$ cat config.mk
export PLATFORM = sky130hd
export DESIGN_NAME = irq_gateway_rx4
export DESIGN_NICKNAME = d
export VERILOG_FILES = /design/src/rtl/irq_gateway_rx4.sv
export SDC_FILE = /design/constraint.sdc
export NUM_CORES = 1
export LEC_CHECK = 0
export ABC_CLOCK_PERIOD_IN_PS = 1300
export CORE_MARGIN = 2
export CORE_UTILIZATION = 55
export CTS_BUF_LIST = sky130_fd_sc_hd__clkbuf_8
export DETAILED_ROUTE_END_ITERATION = 8
export DONT_BUFFER_PORTS = 1
export PLACE_DENSITY = 0.7
export RECOVER_POWER = 100
export SLEW_MARGIN = 20
export SYNTH_ARGS = -nofsm -noshare
export SYNTH_HDL_FRONTEND = slang
export SYNTH_SLANG_ARGS = --single-unit
$ cat constraint.sdc
create_clock -name clock -period 1.3 [get_ports clock]
set_clock_uncertainty 0.05 [all_clocks]
set_input_delay 0.195 -clock clock [delete_from_list [all_inputs] [get_ports clock]]
set_output_delay 0.195 -clock clock [all_outputs]
set_load 0.02 [all_outputs]
$ cat src/rtl/irq_gateway_rx4.sv
// rtl/irq_gateway_rx4.sv - receive-side gateway turning 4 async irq wires into claimed requests
//
// Optional feature macro: IRQ_GATEWAY_EDGE_EN (adds edge_mode[3:0] and per-source
// rising-edge detection with a one-deep deferred request).
//
// Ports:
//   clock           core clock, all flops rise-edge
//   reset           asynchronous active-high reset
//   irq_in[3:0]     raw asynchronous source wires
//   edge_mode[3:0]  (IRQ_GATEWAY_EDGE_EN only) per-source edge mode, static after reset
//   claim_valid     request offered to the core
//   claim_id[1:0]   source index of the offered request, stable while offered
//   claim_ready     core accepts the offer
//   complete_valid  one-cycle completion strobe
//   complete_id     source being completed
//   complete_err    one-cycle pulse: completion for a source not in flight
//   pending[3:0]    pending vector, debug readout

module irq_gateway_rx4 #(
   parameter int SYNC_STAGES = 2
) (
   input  logic       clock,
   input  logic       reset,
   input  logic [3:0] irq_in,
`ifdef IRQ_GATEWAY_EDGE_EN
   input  logic [3:0] edge_mode,
`endif
   output logic       claim_valid,
   output logic [1:0] claim_id,
   input  logic       claim_ready,
   input  logic       complete_valid,
   input  logic [1:0] complete_id,
   output logic       complete_err,
   output logic [3:0] pending
);

   typedef enum logic {
      ST_IDLE  = 1'b0,
      ST_OFFER = 1'b1
   } state_e;

   state_e     state_q, state_d;
   logic [3:0] sync_q [SYNC_STAGES];
   logic [3:0] sync_w;
   logic [3:0] pending_q, pending_d;
   logic [3:0] inflight_q, inflight_d;
   logic [1:0] claim_id_q, claim_id_d;
   logic       complete_err_q, complete_err_d;
   logic [1:0] low_id;
   logic       claim_fire;
   logic       cmp_hit;
   logic       cmp_miss;

`ifdef IRQ_GATEWAY_EDGE_EN
   logic [3:0] prev_q, prev_d;
   logic [3:0] deferred_q, deferred_d;
   logic [3:0] rise_w;
`endif

   // ---------------------------------------------------------------
   // Input synchronizers: bit-parallel shift chain, last stage is sync
   // ---------------------------------------------------------------
   always_ff @(posedge clock or posedge reset) begin
      if (reset) begin
         for (int s = 0; s < SYNC_STAGES; s++) begin
            sync_q[s] <= '0;
         end
      end else begin
         sync_q[0] <= irq_in;
         for (int s = 1; s < SYNC_STAGES; s++) begin
            sync_q[s] <= sync_q[s-1];
         end
      end
   end

   assign sync_w = sync_q[SYNC_STAGES-1];

`ifdef IRQ_GATEWAY_EDGE_EN
   assign rise_w = sync_w & ~prev_q;
   assign prev_d = sync_w;
`endif

   // ---------------------------------------------------------------
   // Handshake decode
   // ---------------------------------------------------------------
   assign claim_fire = (state_q == ST_OFFER) && claim_ready;
   assign cmp_hit    = complete_valid &&  inflight_q[complete_id];
   assign cmp_miss   = complete_valid && !inflight_q[complete_id];

   // Lowest-index pending source wins arbitration.
   always_comb begin
      low_id = 2'd0;
      for (int i = 3; i >= 0; i--) begin
         if (pending_q[i]) begin
            low_id = 2'(i);
         end
      end
   end

   // ---------------------------------------------------------------
   // Pending / inflight / deferred next state
   // pending and inflight are mutually exclusive per source, so a set
   // and a clear never target the same bit in one cycle.
   // ---------------------------------------------------------------
   always_comb begin
      pending_d      = pending_q;
      inflight_d     = inflight_q;
      complete_err_d = cmp_miss;
`ifdef IRQ_GATEWAY_EDGE_EN
      deferred_d = deferred_q;
      // Level sources follow the synchronized level; edge sources only a rise.
      pending_d = pending_d
                | (sync_w & ~edge_mode & ~inflight_q & ~pending_q)
                | (rise_w &  edge_mode & ~inflight_q & ~pending_q);
`else
      pending_d = pending_d | (sync_w & ~inflight_q & ~pending_q);
`endif

      if (claim_fire) begin
         pending_d[claim_id_q]  = 1'b0;
         inflight_d[claim_id_q] = 1'b1;
      end

      if (cmp_hit) begin
         inflight_d[complete_id] = 1'b0;
`ifdef IRQ_GATEWAY_EDGE_EN
         if (deferred_q[complete_id]) begin
            pending_d[complete_id]  = 1'b1;
            deferred_d[complete_id] = 1'b0;
         end
`endif
      end

`ifdef IRQ_GATEWAY_EDGE_EN
      // A rise that cannot pend now is remembered once; extra rises are lost.
      deferred_d = deferred_d | (rise_w & edge_mode & (inflight_q | pending_q));
`endif
   end

   // ---------------------------------------------------------------
   // Offer FSM
   // ---------------------------------------------------------------
   always_comb begin
      state_d    = state_q;
      claim_id_d = claim_id_q;
      unique case (state_q)
         ST_IDLE: begin
            if (|pending_q) begin
               claim_id_d = low_id;
               state_d    = ST_OFFER;
            end
         end
         ST_OFFER: begin
            // claim_id is frozen here even if a lower source becomes pending.
            if (claim_ready) begin
               state_d = ST_IDLE;
            end
         end
         default: state_d = ST_IDLE;
      endcase
   end

   always_ff @(posedge clock or posedge reset) begin
      if (reset) begin
         state_q        <= ST_IDLE;
         pending_q      <= '0;
         inflight_q     <= '0;
         claim_id_q     <= '0;
         complete_err_q <= 1'b0;
      end else begin
         state_q        <= state_d;
         pending_q      <= pending_d;
         inflight_q     <= inflight_d;
         claim_id_q     <= claim_id_d;
         complete_err_q <= complete_err_d;
      end
   end

`ifdef IRQ_GATEWAY_EDGE_EN
   always_ff @(posedge clock or posedge reset) begin
      if (reset) begin
         prev_q     <= '0;
         deferred_q <= '0;
      end else begin
         prev_q     <= prev_d;
         deferred_q <= deferred_d;
      end
   end
`endif

   assign claim_valid  = (state_q == ST_OFFER);
   assign claim_id     = claim_id_q;
   assign complete_err = complete_err_q;
   assign pending      = pending_q;

endmodule

==> impl_metrics.py <==
metrics = {
    "run_status": {
        "run_status": "complete, no violations",
    },
    "drt": {
        "drt_pre_antenna_iters": 4,
        "route.detailed.wl_per_inst_um": 15.27,
        "wirelength_um": 1344,
        "drt-initial-drc-count": 3,
        "detail_route.drc_violations": 0,
        "antenna_violating_nets_remaining": 0,
        "route.vias.total": 477,
        "viasPerCell": 5.420,
    },
    "clock_tree": {
        "clock_tree_buf_depth": 2,
        "cts_bufs_inserted": 3,
        "post_cts.repair.setup_buffers": 0,
        "postCtsResizedCells": 0,
        "clk_transition_reported_paths_ps": 80,
        "tritoncts": "done",
        "clock_insertion_delay_at_the_later_pin_of_the_skew_report_ps": 250,
        "cts_root_buffer": "clkbuf_8",
        "ctsHtreeMaxLevel": 1,
        "tritoncts_num_sinks": 20,
    },
    "sta": {
        "final-hold-violation-count": 0,
        "worst_hold_slack_ps": 35.63,
        "finalSetupTns_ps": 0,
        "part_of_the_cycle_the_worst_path_needs_pct": 90.51,
        "rsz0062_at_grt": "no",
        "maxSlewHeadroom_pct": 68.40,
        "max_freq_ghz": 0.8499,
        "worst-slew-pin-transition_ps": 474.0,
        "layout_min_cycle_time_ps": 1177,
        "setup-violations-final": 0,
        "number_of_pins_exceeding_their_max_slew_limit_in_the_final_report": 0,
    },
    "global_route": {
        "gr-usage-all-layers_pct": 19.74,
        "grt_remaining_overflow": 0,
        "grt_pass1_vias": 461,
        "grt_max_degree": 21,
        "antenna_found_initial": 0,
        "first_pass_grt_wire_length_um": 2049,
    },
    "final_layout": {
        "drive_gt1_share_pct": 12.33,
        "fillCellCount": 84,
        "area_delta_synth_final_pct": 21.12,
        "final-instance-count-excl-fill": 88,
        "final_nets": 84,
        "multi_input_comb_area_um2": 210.2,
        "seq_area_um2": 500.5,
        "insertedDiodeCount": 0,
    },
    "critical_path": {
        "cp_cell_sequence": "clkbuf_2",
        "timing.critical_path.to_type": "output pin",
        "timing.critical_path.depth": 1,
        "critical-path-slowest-cell": "dfrtp_1",
        "critPathRequiredTime_ps": 1050,
        "worstSetupPathType": "flip-flop to output pin",
        "path_buf_inv": 1,
        "cpPeakStageDelay_ps": 470,
        "critPathTopFamily": "flip-flops",
        "worstPathArrival_ps": 930,
        "worstRegToRegCells": 3,
        "worstPathMaxFanout": 8,
        "crit_path_start_kind": "flip-flop",
    },
    "floorplanning": {
        "placementRows": 13,
        "die_width_um": 40.54,
        "chipHeight_um": 40.54,
        "io_pins": 18,
        "starting_density_of_the_core_pct": 57.89,
        "design.core.area_um2": 1269,
        "fp.dieArea_um2": 1643,
    },
    "place": {
        "place.gp.congestion": 0.7666,
        "place.detailed.hpwl_um": 902.8,
        "port-buffer-count": 0,
        "post-place-cells": 79,
    },
    "logic_synthesis": {
        "yosysSeqAreaShare_pct": 68.14,
        "postSynthNetCount": 70,
        "synth.lib_cells_used.distinct": 18,
        "postSynthAreaPerCell_um2": 12.24,
        "count_of_warnings_emitted_by_yosys": 0,
        "postSynthRegisterBits": 20,
        "synthCells": 60,
        "synth_area_um2": 734.5,
    },
    "pwr": {
        "ir_worst_vdd_v": 0.001638,
        "cellPowerDensity_nw_per_um2": 2238,
        "leakagePower_uw": 0.0004005,
    },
    "worst_hold_path": {
        "min_path_cells": 1,
        "min-delay-path-class": "primary input to flip-flop",
    },
    "flow_run": {
        "cap_violations": 0,
    },
}
==> Yosys cell counts <==
library cell / instances / area (um^2)
o21ai_0: 2 / 10.01
dfrtp_1: 20 / 500.5
mux4_2: 1 / 22.52
o41ai_1: 1 / 8.760
nor3_1: 1 / 5.000
nor2_1: 8 / 30.03
inv_1: 5 / 18.77
o22a_1: 3 / 26.28
nand3_1: 1 / 5.000
nand2_1: 4 / 15.01
a21oi_1: 5 / 25.02
nand2b_1: 2 / 12.51
o21bai_1: 1 / 7.510
nor2b_1: 2 / 12.51
o31ai_1: 1 / 7.510
nor3_2: 1 / 10.01
a21boi_0: 1 / 7.510
o32a_1: 1 / 10.01
==> cell families (layout without fill, tap and decap cells) <==
logic type	after synthesis	count (layout)	share of synthesized area, %
AND/OR/NAND/NOR	19	19	12.26
flip-flops	20	20	68.14
AO/OA/AOI/OAI	15	15	13.97
multiplexers	1	1	3.066
buffers and inverters	5	18	2.556
==> worst reg2reg max path, stage by stage (launching register included) <==
cell and delay (ps):
dfrtp_1 460, inv_1 110, nor3_1 270, o22a_1 180
==> path summary, 6_finish.rpt <==
kind / start / to / slack, ps
worst max register to register: claim_id[1] / inflight_q[2] / 170
worst max-delay path: claim_valid / claim_valid / 120
max in group asynchronous: reset / pending[1] / 420
worst min register to register: sync_q[6] / sync_w[2] / 300
worst min-delay path: complete_valid / complete_err / 40
min in group asynchronous: reset / sync_w[1] / 450
==> sequential cells by signal, indices dropped and copies added (netlist names) <==
| register | cells |
|---|---|
| pending | 4 |
| inflight_q | 4 |
| claim_valid | 1 |
| sync_w | 4 |
| claim_id | 2 |
| sync_q | 4 |
| complete_err | 1 |
==> cells in the final DEF (no fill, tap or decap) <==
cell type	netlist	layout
o41ai_1	1	1
nand2b_1	2	2
nor2_1	8	8
o22a_1	3	3
bufinv_16	0	1
dlygate4sd3_1	0	5
nor3_1	1	2
clkbuf_8	0	3
mux4_2	1	1
a21oi_1	5	5
inv_1	5	5
clkbuf_2	0	4
a21boi_0	1	1
o21bai_1	1	1
nand2_1	4	4
nand3_1	1	1
dfrtp_1	20	20
nor2b_1	2	2
o32a_1	1	1
o31ai_1	1	1
o21ai_0	2	2
==> where the power goes <==
part / internal (uW) / total, uW / switching [uW] / leakage [uW]
clock: 410 / 605 / 195 / 0.0000357
sequential: 782 / 1050 / 267 / 0.000230
combinational: 168 / 337 / 169 / 0.000135
total: 1360 / 1990 / 631 / 0.000400
==> timing repair <==
item	4_1_cts	5_1_grt
endpoints found under the setup margin	0	0
hold endpoints to repair	24	0
hold buffers	5	0
==> metal layers <==
layer / global-route usage (%) / vias up / part of all wire, %
li1: - / 231 / -
met1: 24.81 / 232 / 44
met2: 32.54 / 12 / 52
met3: 5.000 / 2 / 3.1
met4: 7.500 / 0 / 1.2
met5: 0 / - / 0
==> final cells by class <==
cell class	count	area share, %
flip-flops and latches	20	56.26
repair buffers	9	7.876
clock buffers	3	4.641
clock inverters	1	3.376
inverters	5	2.110
multi-input cells	35	23.63
well taps	15	2.110
==> metrics by stage <==
stage | utilization (%) | instance area, um^2 | worst slack [ps] | power (uW)
global placement | 61.74 | 783.3 | 226.2 | 1386
detailed placement | 61.74 | 783.3 | 214.4 | 1402
floorplan | - | 734.5 | 168.3 | 1269
CTS | 71.30 | 904.6 | 149.7 | 2031
global route | 70.12 | 889.6 | 64.34 | 2106
finish | 70.12 | 889.6 | 123.4 | 1991
(Power assumes the default switching activity.)
